===== config.mk =====
export PLATFORM = sky130hd
export DESIGN_NAME = alu_seq
export DESIGN_NICKNAME = d
export VERILOG_FILES = /design/src/rtl/alu_seq.sv
export SDC_FILE = /design/constraint.sdc
export NUM_CORES = 1
export LEC_CHECK = 0
export CORE_MARGIN = 10
export CORE_UTILIZATION = 35
export CTS_CLUSTER_SIZE = 25
export DETAILED_ROUTE_END_ITERATION = 8
export HOLD_SLACK_MARGIN = 0.05
export SYNTH_ARGS = -nofsm -noshare
export SYNTH_HDL_FRONTEND = slang
export SYNTH_SLANG_ARGS = --single-unit
export TNS_END_PERCENT = 20

===== constraint.sdc =====
create_clock -name clk -period 3.6 [get_ports clk]
set_input_delay 0.36 -clock clk [delete_from_list [all_inputs] [get_ports clk]]
set_output_delay 0.36 -clock clk [all_outputs]
set_load 0.05 [all_outputs]

===== src/rtl/alu_seq.sv =====
// Sequential ALU: single-cycle logic/arith ops plus iterative MUL and DIVU/REMU.
// Define ALU_SEQ_DIV_EN to build the divider; otherwise DIVU/REMU are illegal.
module alu_seq #(
    parameter int WIDTH = 16
) (
    input  logic             clk,
    input  logic             reset,
    input  logic             in_valid,
    output logic             in_ready,
    input  logic [4:0]       ALUop,
    input  logic [WIDTH-1:0] X,
    input  logic [WIDTH-1:0] Y,
    output logic             out_valid,
    input  logic             out_ready,
    output logic [WIDTH-1:0] z,
    output logic             err
);

    localparam int SW = $clog2(WIDTH);
    localparam logic [SW-1:0] CNT_LAST = SW'(WIDTH - 1);

    localparam logic [4:0] OP_ADD  = 5'b00000;
    localparam logic [4:0] OP_SUB  = 5'b00001;
    localparam logic [4:0] OP_AND  = 5'b00010;
    localparam logic [4:0] OP_OR   = 5'b00011;
    localparam logic [4:0] OP_XOR  = 5'b00100;
    localparam logic [4:0] OP_NOT  = 5'b00101;
    localparam logic [4:0] OP_SHL  = 5'b00110;
    localparam logic [4:0] OP_SHR  = 5'b00111;
    localparam logic [4:0] OP_SRA  = 5'b01000;
    localparam logic [4:0] OP_SLT  = 5'b01001;
    localparam logic [4:0] OP_MUL  = 5'b01010;
`ifdef ALU_SEQ_DIV_EN
    localparam logic [4:0] OP_DIVU = 5'b01011;
    localparam logic [4:0] OP_REMU = 5'b01100;
`endif

    typedef enum logic [1:0] {IDLE, BUSY, DONE} state_t;

    state_t           state_q, state_d;
    logic [4:0]       op_q, op_d;
    logic [WIDTH-1:0] a_q, a_d;
    logic [WIDTH-1:0] b_q, b_d;
    logic [WIDTH-1:0] acc_q, acc_d;
    logic [SW-1:0]    cnt_q, cnt_d;
    logic [WIDTH-1:0] z_q, z_d;
    logic             err_q, err_d;

    logic [SW-1:0]    shamt;
    logic [WIDTH-1:0] fast_z;
    logic             fast_err;
    logic             is_iter;
    logic [WIDTH-1:0] mul_acc;

    assign shamt = Y[SW-1:0];

    always_comb begin
        fast_z   = '0;
        fast_err = 1'b0;
        is_iter  = 1'b0;
        case (ALUop)
            OP_ADD: fast_z = X + Y;
            OP_SUB: fast_z = X - Y;
            OP_AND: fast_z = X & Y;
            OP_OR:  fast_z = X | Y;
            OP_XOR: fast_z = X ^ Y;
            OP_NOT: fast_z = ~X;
            OP_SHL: fast_z = X << shamt;
            OP_SHR: fast_z = X >> shamt;
            OP_SRA: fast_z = WIDTH'($signed(X) >>> shamt);
            OP_SLT: fast_z = {{(WIDTH-1){1'b0}}, $signed(X) < $signed(Y)};
            OP_MUL: is_iter = 1'b1;
`ifdef ALU_SEQ_DIV_EN
            // Zero divisor resolves immediately instead of iterating.
            OP_DIVU: begin
                if (Y == '0) begin
                    fast_z   = '1;
                    fast_err = 1'b1;
                end else begin
                    is_iter = 1'b1;
                end
            end
            OP_REMU: begin
                if (Y == '0) begin
                    fast_z   = X;
                    fast_err = 1'b1;
                end else begin
                    is_iter = 1'b1;
                end
            end
`endif
            default: fast_err = 1'b1;
        endcase
    end

    assign mul_acc = acc_q + (b_q[0] ? a_q : '0);

`ifdef ALU_SEQ_DIV_EN
    logic [WIDTH:0]   rem_sh;
    logic [WIDTH:0]   rem_diff;
    logic             rem_ge;
    logic [WIDTH-1:0] div_q;
    logic [WIDTH-1:0] div_r;

    // Restoring step: a_q shifts the dividend out and the quotient in.
    assign rem_sh   = {acc_q, a_q[WIDTH-1]};
    assign rem_diff = rem_sh - {1'b0, b_q};
    assign rem_ge   = ~rem_diff[WIDTH];
    assign div_r    = rem_ge ? rem_diff[WIDTH-1:0] : rem_sh[WIDTH-1:0];
    assign div_q    = {a_q[WIDTH-2:0], rem_ge};
`endif

    always_comb begin
        state_d = state_q;
        op_d    = op_q;
        a_d     = a_q;
        b_d     = b_q;
        acc_d   = acc_q;
        cnt_d   = cnt_q;
        z_d     = z_q;
        err_d   = err_q;
        case (state_q)
            IDLE: begin
                if (in_valid) begin
                    op_d  = ALUop;
                    a_d   = X;
                    b_d   = Y;
                    acc_d = '0;
                    cnt_d = '0;
                    if (is_iter) begin
                        state_d = BUSY;
                    end else begin
                        state_d = DONE;
                        z_d     = fast_z;
                        err_d   = fast_err;
                    end
                end
            end
            BUSY: begin
                cnt_d = cnt_q + 1'b1;
                if (op_q == OP_MUL) begin
                    acc_d = mul_acc;
                    a_d   = {a_q[WIDTH-2:0], 1'b0};
                    b_d   = {1'b0, b_q[WIDTH-1:1]};
                end
`ifdef ALU_SEQ_DIV_EN
                else begin
                    acc_d = div_r;
                    a_d   = div_q;
                end
`endif
                if (cnt_q == CNT_LAST) begin
                    state_d = DONE;
                    cnt_d   = '0;
                    err_d   = 1'b0;
                    z_d     = mul_acc;
`ifdef ALU_SEQ_DIV_EN
                    if (op_q == OP_DIVU) z_d = div_q;
                    if (op_q == OP_REMU) z_d = div_r;
`endif
                end
            end
            DONE: begin
                if (out_ready) state_d = IDLE;
            end
            default: state_d = IDLE;
        endcase
    end

    always_ff @(posedge clk) begin
        if (reset) begin
            state_q <= IDLE;
            op_q    <= '0;
            a_q     <= '0;
            b_q     <= '0;
            acc_q   <= '0;
            cnt_q   <= '0;
            z_q     <= '0;
            err_q   <= 1'b0;
        end else begin
            state_q <= state_d;
            op_q    <= op_d;
            a_q     <= a_d;
            b_q     <= b_d;
            acc_q   <= acc_d;
            cnt_q   <= cnt_d;
            z_q     <= z_d;
            err_q   <= err_d;
        end
    end

    assign in_ready  = (state_q == IDLE);
    assign out_valid = (state_q == DONE);
    assign z         = z_q;
    assign err       = err_q;

endmodule


==> results of run 1 <==
worst min path at each step:
stage / startpoint / endpoint / slack (ns) / cells after the start
after global routing: acc_q[13] / acc_q[13] / 0.47 / 2
final: acc_q[0] / acc_q[0] / 0.46 / 2
after floorplan: op_q[1] / op_q[1] / 0.43 / 2
after global placement: op_q[1] / op_q[1] / 0.44 / 2
after CTS: acc_q[0] / acc_q[0] / 0.46 / 2
after detailed placement: acc_q[0] / acc_q[0] / 0.45 / 2
worst max-delay path: stages (launching register included):
cell and delay [ns]:
sky130_fd_sc_hd__dfxtp_1 0.64, sky130_fd_sc_hd__and2_1 0.26, sky130_fd_sc_hd__ha_1 0.30, sky130_fd_sc_hd__a211o_1 0.35
sky130_fd_sc_hd__a2111oi_0 0.37, sky130_fd_sc_hd__a21boi_1 0.29, sky130_fd_sc_hd__o31ai_1 0.13, sky130_fd_sc_hd__xnor2_1 0.28
sky130_fd_sc_hd__nor2_1 0.09, sky130_fd_sc_hd__nor4_1 0.34, sky130_fd_sc_hd__a31oi_1 0.12
kinds of logic after synthesis:
kind of cell,share of synthesized area [%]
AO/OA/AOI/OAI,29.4
XOR/XNOR,1.54
adder cells (fa/ha/maj),11.3
buffers and inverters,7.21
flip-flops,19.1
multiplexers,6.80
AND/OR/NAND/NOR,24.6
sequential cells by signal, indices dropped and copies added, names as in the netlist:
register and count:
acc_q 16, state_q 2, cnt_q 4, z 16, op_q 5, err 1, a_q 16, b_q 16
cell type report:
class                   count  share of cell area, %
well taps                 285                   3.79
clock buffers               9                   2.40
repair buffers            123                   11.7
clock inverters             7                   1.32
inverters                  50                   2.00
multi-input cells         880                   62.6
flip-flops and latches     76                   16.2
per-layer routing:
metal	GRT usage, %	part of all wire [%]	wire, um
met4	6.16	2.5	765
met3	4.86	8.4	2610
met1	29.0	45	14000
met5	0	0.042	13
met2	32.5	44	13600
cell usage in the layout, fill, tap and decap left out, drive strengths merged, types with 4 or more instances in the layout:
master and instances:
a211o 4, a211oi 28, a21o 12, a21oi 91
a221o 4, a221oi 9, a311oi 36, a31oi 11
and2 23, and3 4, buf 66, clkbuf 9
clkdlybuf4s50 57, clkinv 4, dfxtp 76, ha 67
inv 50, mux2i 17, mux4 15, nand2 154
nand2b 6, nand3 26, nand3b 5, nand4 8
nor2 143, nor2b 8, nor3 23, nor4 10
o2111ai 4, o211ai 7, o21a 8, o21ai 54
o221ai 7, o22ai 9, o31ai 7, o32ai 5
o41ai 4, or2 7, xnor2 10, xor2 4
power by group through the flow:
stage / clock network (mW) / logic (mW) / registers (mW)
after CTS: 1.09 / 0.946 / 0.931
after detailed placement: 0 / 0.941 / 0.949
after global routing: 1.13 / 1.04 / 0.936
final: 1.07 / 0.965 / 0.931
after global placement: 0 / 0.941 / 0.948
after floorplan: 0 / 0.555 / 0.988
metrics by stage:
step	worst slack [ns]	util [%]	cells	hold slack, ns
4_1_cts	0.282	41.8	1430	0.458
5_1_grt	0.0396	41.8	1430	0.469
2_1_floorplan	0.810	-	1092	0.431
6_report	0.315	41.8	1430	0.457
3_3_place_gp	0.245	40.2	1414	0.440
3_5_place_dp	0.243	40.2	1414	0.449
==> metrics list, run 1 <==
- Result of the run: finished clean
- The first detailed-routing pass took 5 iterations.
- The synthesized design contains 76 register bits.
* Final slew viol count: 0
- Post-cts resize count: 0
- The floorplan has 55 rows.
- The clock passes through at most 2 buffers.
- Counting I/O delays and the setup requirement, the final critical path takes ~3.3 ns.
- The analysis attributes to net switching a power of between 1 and 1.5 mW.
- The endpoint identified for the worst register-to-register timing path is z[14].
- Of all flip-flops after synthesis, the portion carrying an async set or reset was 0%.
- Standby leakage power: approximately 3.8 nW
- The share of total power dissipated in the clock network is about 36%.
- Die Span X: 171 um
- Initial antenna violation count: 1
- Of the cells placed in the final design, the portion with a size suffix greater than 1 is between 10% and 20%.
* Vias in the first global route: 7985
- # clock sinks: 76
* Multi-input combinational cell area: between 5000 and 6000 um2
* Data required time at the worst endpoint: 3.82 ns
- The cell area that synthesis handed to floorplanning was about 8000 um2.
- Synthesis produced a netlist whose cell count is 1092.
* Half-perimeter wire length of the detailed placement result: around 24 mm
- Dividing the synthesized area by the synthesized cell count gives 7.30 um2.
- Post-synth EDFFs: 0
- Wire length of the first global-routing pass: a little under 50 mm
- The startpoint identified for the worst register-to-register timing path is b_q[0].
- The synthesized design spends more area on one cell type than any other, namely sky130_fd_sc_hd__dfxtp_1.
* Final worst path period share: roughly nine tenths
- Combined global-route utilization of all metal layers: 21.2%
* Part of the power in combinational logic: ~33%
* Largest net degree at the start of global routing: 52
- At the pin with the least slew margin, the transition time is approximately 0.78 ns.
* Die Y: about 170 um
* Arrival time worst endpoint: roughly 3.5 ns
- In this run the cell area measured after placement is between 9000 and 10000 um2.
- Final Cell Area: roughly 9400 um2
* Vias after detailed routing: approximately 8500
* Largest vdd supply drop: 232 uV
- Starting DRT DRC Count: 956
- Cell-internal power: a little under 2 mW
- Count of cell types in the netlist: 90
- The critical path ends at z[14].
* Detailed Route WL: 31.0 mm
- Wire length per cell after detailed routing: 21.7 um
- Sequential Area: 1520 um2
* Peak clock frequency supported by timing: roughly 0.30 GHz
- The initial utilization of the core area, before any placement, comes to a little over a third.
* Total Power Consumption: 2.97 mW
- Maximum fanout encountered on the critical timing path: 17
- The filler cells instantiated in the layout total 2310.
- Summed over all failing endpoints, the final setup total negative slack is 0 ns.
- Area fraction of the dominant cell type after synthesis: 19.1%
* Number of buffers added on ports: 59
* Most frequently used cell type in the post-synthesis netlist: sky130_fd_sc_hd__nand2_1
* Top-level I/O count: 60
- After clock tree synthesis, the clock-pin slew on the worst setup and hold paths is roughly 0.060 ns.
- Start point of the critical path: b_q[0]
- After detailed routing, the number of remaining DRC violations is 0.
* Leftover overflow at the end of global routing: 0
- Overall die area: around 30000 um2
* Most common flop cell mapped by yosys: sky130_fd_sc_hd__dfxtp_1
* Count of buffers added by post-CTS timing repair for setup: 0
- Minimum setup slack among reg-to-reg paths: 0.32 ns
- Main area contributors after synthesis: sky130_fd_sc_hd__dfxtp_1, sky130_fd_sc_hd__ha_1, sky130_fd_sc_hd__nand2_1
* Power density cells: ~320 nW/um2
- The Yosys step of the flow raised 0 warnings.
- Relative contribution of sequential cells to total power: about a third
* GP Congestion: ~1.0
* Switching share of power: between 30% and 40%
- Worst min-delay path category: flip-flop to flip-flop
* Number of cells on the worst reg-to-reg path: 10
- Count of maximum capacitance violations: 0
- Clock tree synthesis inserted a total of 9 buffers.
- After floorplanning, the core was sized to cover roughly 23000 um2.
* Vias per inst: just under 6
- Setup repair after global routing left no endpoint under its margin.
* Area Growth Syn to Fin: 18.0%
- Hold violation count in the final report: 0
- Most numerous cell types in the synthesized netlist: sky130_fd_sc_hd__nand2_1, sky130_fd_sc_hd__nor2_1, sky130_fd_sc_hd__a21oi_1
- The critical path is of the flip-flop to flip-flop type.
- The share of the Yosys chip area taken by registers is 19.1%.
- Antenna Violating Nets Remaining: 0
* Cell at the root of the clock tree: sky130_fd_sc_hd__clkbuf_16
- # diodes: 0
- The later pin in the worst-skew pair is clocked with a latency of roughly 0.34 ns.
- STA classifies the critical path endpoint as a flip-flop.
- STA classifies the critical path startpoint as a flip-flop.
- The number of nets in the synthesized netlist is 1203.
* CTS Hold Buffers Added: 0
- Setup violations remaining at the end of the flow were counted as 0.
- The clock arrives with slightly below 0.005 ns of skew.
- In this run the tightest slew margin relative to its limit is between 40% and 50%.
- TritonCTS clock tree: built
- Number of nets at the end of the flow: about 1300
* CTS H-tree depth: 3
No activity file was read; power rests on OpenSTA's default activity.
==> run 2, diff against run 1 <==
--- a/config.mk
+++ b/config.mk
@@ -10,6 +10,7 @@
 export CTS_CLUSTER_SIZE = 25
 export DETAILED_ROUTE_END_ITERATION = 8
 export HOLD_SLACK_MARGIN = 0.05
+export MAX_ROUTING_LAYER = met4
 export SYNTH_ARGS = -nofsm -noshare
 export SYNTH_HDL_FRONTEND = slang
 export SYNTH_SLANG_ARGS = --single-unit
==> metrics list, run 2 (synthesis results as in run 1) <==
- Largest vdd supply drop: 281 uV (+21%)
- The setup path with the least slack is of type flip-flop to flip-flop.
- WP buf/inv: 0 (unchanged)
- From synthesis to final layout, the design area changed by 16.8%.
- The post-route non-filler standard cell count is 1428 (-0.14%).
- Maximum fanout encountered on the critical timing path: 10 (-7)
- The largest net degree at the start of global routing was 65 (+25%).
* Delay of the slowest cell on the worst path: 0.52 ns (-0.12 ns)
* Floorplan core area: 22500 um2 (unchanged)
- The share of post-route cells with drive strength above 1 was 12.2% (-0.15 points).
- The run finished with clean final reports.
- The total setup buffers inserted after CTS came to 0 (unchanged).
- Dominant delay contributor by cell family on the critical path: compound AO/OA/AOI/OAI gates
- Detailed Route WL: 30.7 mm (-1.1%)
- Initial Util: 35.4% (unchanged)
- The number of vias after detailed routing came to 8489 (-0.33%).
- # DRC: 0 (unchanged)
* Die Span X: 171 um (unchanged)
- Post-CTS clock slew at the launch and capture registers of the worst setup and hold paths: 0.07 ns (about the same)
* Largest clock skew in the final design: 0.0102 ns (+0.00529 ns)
- Reported net switching power: 1.04 mW (+1.5%)
- Number of cells on the worst reg-to-reg path: 10 (unchanged)
- Final slew viol count: 0 (unchanged)
- Hold violation count in the final report: 0 (unchanged)
* Start point of the critical path: b_q[0]
- Cell at the root of the clock tree: sky130_fd_sc_hd__clkbuf_16
- The highest attainable clock frequency was 0.323 GHz (+6.1%).
* Worst hold slack across all endpoints: 0.454 ns (-0.00244 ns)
* Setup-violating endpoint count in the final report: 0 (unchanged)
* Standby leakage power: 3.73 nW (-1.2%)
- The final RePlAce weighted congestion was 1.03 (+0.15%).
- Initial antenna violation count: 0 (-1)
* Starting DRT DRC Count: 908 (-5.0%)
- The required time of the critical path was 3.83 ns (about the same).
* Number of nets at the end of the flow: 1249 (-0.16%)
* # diodes: 0 (unchanged)
- Final worst path period share: 86.0% (-5.2 points)
- The worst reg-to-reg setup slack was 0.50 ns (+0.19 ns).
* Wire length of the first global-routing pass: 46.7 mm (-3.8%)
* RSZ-0062 raised after global routing: no
* Half-perimeter wire length of the detailed placement result: 23.9 mm (-1.6%)
* Worst min-delay path category: flip-flop to flip-flop
- Slew at the pin closest to its max-slew limit: 0.763 ns (-0.0167 ns)
* Clock latency on the worst-skew pair: 0.35 ns (about the same)
- The number of sinks driven by the clock tree was 76 (unchanged).
* Vias in the first global route: 7866 (-1.5%)
- The clock network power share was 32.0% (-4.1 points).
- The startpoint identified for the worst register-to-register timing path is b_q[0].
* Vias per inst: 5.94 (-0.19%)
- Most common cell after layout, fill and taps aside: sky130_fd_sc_hd__nand2_1
* Total negative setup slack: 0 ns (unchanged)
* Commonest cells after routing, fill and taps aside: sky130_fd_sc_hd__nand2_1, sky130_fd_sc_hd__nor2_1, sky130_fd_sc_hd__a21oi_1
* Worst setup path end: z[14]
- Switching share of power: 37.6% (+3.0 points)
- CP max-delay cell: sky130_fd_sc_hd__dfxtp_1
* Tightest slew margin relative to the limit: 49.2% (+1.1 points)
* Critical path depth in cells: 10 (unchanged)
- Post-layout minimum cycle time: 3.10 ns (-0.188 ns)
- CTS Hold Buffers Added: 0 (unchanged)
- STA classifies the critical path startpoint as a flip-flop.
- The critical path goes through and2_1 > ha_1 > a211o_1 > a2111oi_0 > a21boi_1 > o31ai_1 > xnor2_1 > nor2_1 > nor4_1 > a31oi_1.
- Cell Rows: 55 (unchanged)
* Top-level I/O count: 60 (unchanged)
- Relative contribution of sequential cells to total power: 33.5% (+2.1 points)
* Power density cells: 298 nW/um2 (-5.6%)
- The overall track demand over capacity in global routing is 21.2% (-0.024 points).
- The cell-internal power came to 1.73 mW (-11%).
- Number of buffers added on ports: 59 (unchanged)
- The post-detailed-route wirelength per cell came to 21.5 um (-0.96%).
- In this run the critical register-to-register path is captured at z[14].
- CTS H-tree depth: 3 (unchanged)
- TritonCTS built the clock tree.
- TritonCTS Buffers: 9 (unchanged)
* Die Y: 171 um (unchanged)
* Part of the power in combinational logic: 34.5% (+2.0 points)
* Crit. End Element: flip-flop
* Overall die area: 29200 um2 (unchanged)
- Pre-Repair DR Iteration Count: 5 (unchanged)
* Antenna Violating Nets Remaining: 0 (unchanged)
- The placed instance count came to 1412 (-0.14%).
- The total of cells resized after clock tree synthesis is 0 (unchanged).
* Arrival time worst endpoint: 3.33 ns (-0.18 ns)
- The leftover overflow at the end of global routing was 0 (unchanged).
- Max Buffers Root-to-Sink: 2 (unchanged)
- Count of maximum capacitance violations: 0 (unchanged)
[run 2: cell count changes in the layout (fill, tap and decap cells not counted)]
| cell | change |
|---|---|
| sky130_fd_sc_hd__buf_12 | -1 |
| sky130_fd_sc_hd__inv_6 | +3 |
| sky130_fd_sc_hd__clkinvlp_4 | +1 |
| sky130_fd_sc_hd__inv_8 | -1 |
| sky130_fd_sc_hd__bufinv_16 | -3 |
| sky130_fd_sc_hd__buf_4 | -1 |
[run 2: power by group through the flow]
| stage | clock [mW] | sequential, mW | combinational [mW] |
|---|---|---|---|
| 2_1_floorplan | 0 | 0.988 | 0.555 |
| 3_3_place_gp | 0 | 0.947 | 0.939 |
| 3_5_place_dp | 0 | 0.948 | 0.937 |
| 4_1_cts | 0.898 | 0.929 | 0.940 |
| 5_1_grt | 0.926 | 0.935 | 1.03 |
| 6_report | 0.886 | 0.929 | 0.957 |
[run 2: worst register-to-register path: cells and delay by family, from the launching register on]
kind	cells	cell delay, ns
adder cells (fa/ha/maj)	1	0.30
AND/OR/NAND/NOR	3	0.65
flip-flops	1	0.52
XOR/XNOR	1	0.23
AO/OA/AOI/OAI	5	1.26
[run 2: metal layers]
layer / vias to the layer above / GRT usage [%] / wire length (um)
met1: 4045 / 28.4 / 13900
met5: - / - / 0
met4: 0 / 7.18 / 988
li1: 4059 / - / -
met2: 342 / 30.8 / 13200
met3: 43 / 4.72 / 2630
[run 2: cell type report]
cell class | instances | area (um2)
well taps | 285 | 357
clock buffers | 9 | 225
fillers | 2321 | 13200
flip-flops and latches | 76 | 1520
clock inverters | 7 | 56.3
inverters | 50 | 188
repair buffers | 121 | 1070
multi-input cells | 880 | 5890
[run 2: worst min path at each step]
stage	start	to	slack, ns	cells past startpoint
2_1_floorplan	op_q[1]	op_q[1]	0.43	2
3_3_place_gp	op_q[1]	op_q[1]	0.44	2
3_5_place_dp	op_q[3]	op_q[3]	0.45	2
4_1_cts	op_q[3]	op_q[3]	0.46	2
5_1_grt	op_q[1]	op_q[1]	0.48	2
6_report	op_q[3]	op_q[3]	0.45	2
[run 2: per-stage QoR]
step           instance area, um2  power, mW  utilization, %  worst slack, ns
6_report                     9310       2.77            41.4            0.503
5_1_grt                      9310       2.89            41.4            0.266
4_1_cts                      9310       2.77            41.4            0.476
3_5_place_dp                 9020       1.88            40.1            0.228
3_3_place_gp                 9020       1.89            40.1            0.264
2_1_floorplan                7970       1.54               -            0.810
==> run 3, diff against run 2 <==
--- a/config.mk
+++ b/config.mk
@@ -5,7 +5,7 @@
 export SDC_FILE = /design/constraint.sdc
 export NUM_CORES = 1
 export LEC_CHECK = 0
-export CORE_MARGIN = 10
+export CORE_MARGIN = 1
 export CORE_UTILIZATION = 35
 export CTS_CLUSTER_SIZE = 25
 export DETAILED_ROUTE_END_ITERATION = 8
==> metrics list, run 3 (synthesis results as in run 1) <==
- Final Core Density: 42.4% (+1.1 points)
- The floorplan core area was 22100 um2 (-1.8%).
- The worst hold slack across all endpoints was 0.454 ns (-0.000922 ns).
* Startpoint of the most critical register-to-register path: b_q[0]
- The final RePlAce weighted congestion came to 1.01 (-1.7%).
* Area Growth Syn to Fin: 17.7%
* Vias in the first global route: 7840 (-0.33%)
- The filler cell count in the final layout came to 2302 (-0.82%).
- The clock network power share came to 33.3% (+1.3 points).
* Post-layout minimum cycle time: 3.30 ns (+0.208 ns)
* Final worst path period share: 91.8% (+5.8 points)
* Sequential Area: 1520 um2 (unchanged)
- The relative contribution of combinational cells to total power came to 34.1% (-0.4 points).
* TritonCTS Buffers: 9 (unchanged)
- Fraction of layout instances using a drive strength above 1: 12.8% (+0.53 points)
- The max-slew violation total from the final report came to 0 (unchanged).
* Relative contribution of sequential cells to total power: 32.6% (-0.9 points)
- The library cell used most frequently in the layout, excluding fill and tap cells, is sky130_fd_sc_hd__nand2_1.
- The switching part of the total power is 36.7% (-0.97 points).
* Starting DRT DRC Count: 870 (-4.2%)
- The sum of negative setup slack is 0 ns (unchanged).
- The worst setup path is launched from a flip-flop.
- Reported net switching power: 1.05 mW (+0.13%)
- Final Cell Area: 9370 um2 (+0.73%)
* GRT met2 Usage: 39.1% (+8.3 points)
- The average via count per standard cell was 6.03 (+1.4%).
- The largest clock skew in the final design was 0.0136 ns (+0.00345 ns).
* Die Span X: 153 um (-11%)
* # DRC: 0 (unchanged)
- The placed wire-length estimate was 23.9 mm (about the same).
- Wire length per cell after detailed routing: 21.6 um (+0.36%)
- Detailed Route WL: 30.8 mm (+0.50%)
- Max Buffers Root-to-Sink: 2 (unchanged)
* Number of buffers added on ports: 59 (unchanged)
- STA classifies the critical path endpoint as a flip-flop.
* Overall die area: 23400 um2 (-20%)
- Largest net degree at the start of global routing: 71 (+9.2%)
* # clock sinks: 76 (unchanged)
- Type of the worst setup path: flip-flop to flip-flop
- Leftover overflow at the end of global routing: 0 (unchanged)
- TritonCTS built the clock tree.
- The detailed-routing iteration count for the pre-antenna-repair pass is 5 (unchanged).
- Cell Rows: 54 (-1.8%)
- The measured slew at the worst slew-check pin was 0.831 ns (+0.0681 ns).
- The total of cells resized after clock tree synthesis is 0 (unchanged).
- Placed Instance Area: 9070 um2 (+0.51%)
* Worst min-delay path category: flip-flop to flip-flop
* Met3 capacity usage during global routing: 3.80% (-0.92 points)
- Maximum fanout encountered on the critical timing path: 17 (+7)
- The top cell types in the final layout, fill and taps aside, are sky130_fd_sc_hd__nand2_1, sky130_fd_sc_hd__nor2_1, sky130_fd_sc_hd__a21oi_1.
- The clock slew seen by the registers of the worst setup and hold paths is 0.07 ns (about the same).
- The flow ran to the end, and the final reports show no timing, DRC or antenna violations.
* Top-level I/O count: 60 (unchanged)
- Combined global-route utilization of all metal layers: 26.9% (+5.7 points)
- Wire length of the first global-routing pass: 47.2 mm (+0.95%)
- The total setup buffers inserted after CTS is 0 (unchanged).
- # diodes: 0 (unchanged)
- Setup repair after global routing left no endpoint under its margin.
- Initial antenna violation count: 0 (unchanged)
- The die boundary height is 153 um (-11%).
* Start point of the critical path: b_q[0]
* Hold violation count in the final report: 0 (unchanged)
- Cell at the root of the clock tree: sky130_fd_sc_hd__clkbuf_16
- Cell-internal power: 1.80 mW (+4.4%)
* GR Util met1: 37.5% (+9.1 points)
* Multi-input combinational cell area: 5890 um2 (unchanged)
* Antenna Violating Nets Remaining: 0 (unchanged)
* Largest vdd supply drop: 190 uV (-32%)
- CTS H-tree depth: 3 (unchanged)
* Total Power Consumption: 2.85 mW (+2.8%)
- The initial core utilization was 36.1% (+0.66 points).
- The leakage power summed over all cells was 3.78 nW (+1.2%).
- The data arrival at the endpoint of the critical path came to 3.52 ns (+0.19 ns).
- Most congested layer reported by global routing: met2
- In this run the most critical hold path is launched from op_q[3].
- The number of vias after detailed routing is 8620 (+1.5%).
* Number of nets at the end of the flow: 1256 (+0.56%)
- The clock latency on the worst-skew pair is 0.35 ns (about the same).
* Tightest slew margin relative to the limit: 44.3% (-4.9 points)
- Setup-violating endpoint count in the final report: 0 (unchanged)
* Count of maximum capacitance violations: 0 (unchanged)
- The hold-fix buffer count after cts came to 0 (unchanged).
- Power density cells: 304 nW/um2 (+2.1%)
- Data required time at the worst endpoint: 3.81 ns (-0.02 ns)
- Peak clock frequency supported by timing: 0.303 GHz (-6.3%)
[run 3: changes by cell type in the layout (fill, tap and decap cells not counted), sizes merged]
| cell | delta |
|---|---|
| inv | +1 |
| clkinv | -2 |
| buf | +7 |
| bufinv | +1 |
[run 3: worst paths after layout]
| path | endpoint | slack, ns | cells after the start |
|---|---|---|---|
| worst max-delay path | z[14] | 0.30 | 11 |
| worst max register to register | z[14] | 0.30 | 11 |
| worst min register to register | op_q[3] | 0.45 | 2 |
| worst min-delay path | op_q[3] | 0.45 | 2 |
[run 3: area by class of cell]
class	instances	share of cell area, %
Multi-Input combinational cell	880	62.8
Tap cell	280	3.74
Timing Repair Buffer	128	12.0
Clock inverter	7	0.828
Inverter	50	2.00
Sequential cell	76	16.2
Clock buffer	9	2.40
[run 3: power groups by stage]
stage               clock, mW  sequential [mW]  combinational, mW
floorplan                   0            0.988              0.555
detailed placement          0            0.947              0.951
global placement            0            0.945              0.951
finish                  0.950            0.929              0.971
CTS                     0.952            0.928              0.955
global route            0.993            0.935               1.04
[run 3: worst max-delay path, stage by stage (launching register included)]
cell and delay [ns]:
sky130_fd_sc_hd__dfxtp_1 0.47, sky130_fd_sc_hd__and2_1 0.22, sky130_fd_sc_hd__ha_1 0.22, sky130_fd_sc_hd__fa_1 0.46, sky130_fd_sc_hd__a211oi_1 0.42, sky130_fd_sc_hd__o21ai_0 0.17, sky130_fd_sc_hd__a21boi_1 0.21, sky130_fd_sc_hd__o31ai_1 0.13
sky130_fd_sc_hd__xnor2_1 0.25, sky130_fd_sc_hd__nor2_1 0.09, sky130_fd_sc_hd__nor4_1 0.38, sky130_fd_sc_hd__a31oi_1 0.13
[run 3: metrics by stage]
step | setup slack [ns] | cells
floorplan | 0.810 | 1092
global placement | 0.173 | 1414
detailed placement | 0.169 | 1414
CTS | 0.289 | 1430
global route | 0.0631 | 1430
finish | 0.295 | 1430
[run 3: per-layer routing]
metal | vias to the layer above | wire length, um
met3 | 59 | 2380
met1 | 4108 | 14300
met4 | 0 | 1120
li1 | 4065 | -
met5 | - | 0
met2 | 388 | 13100
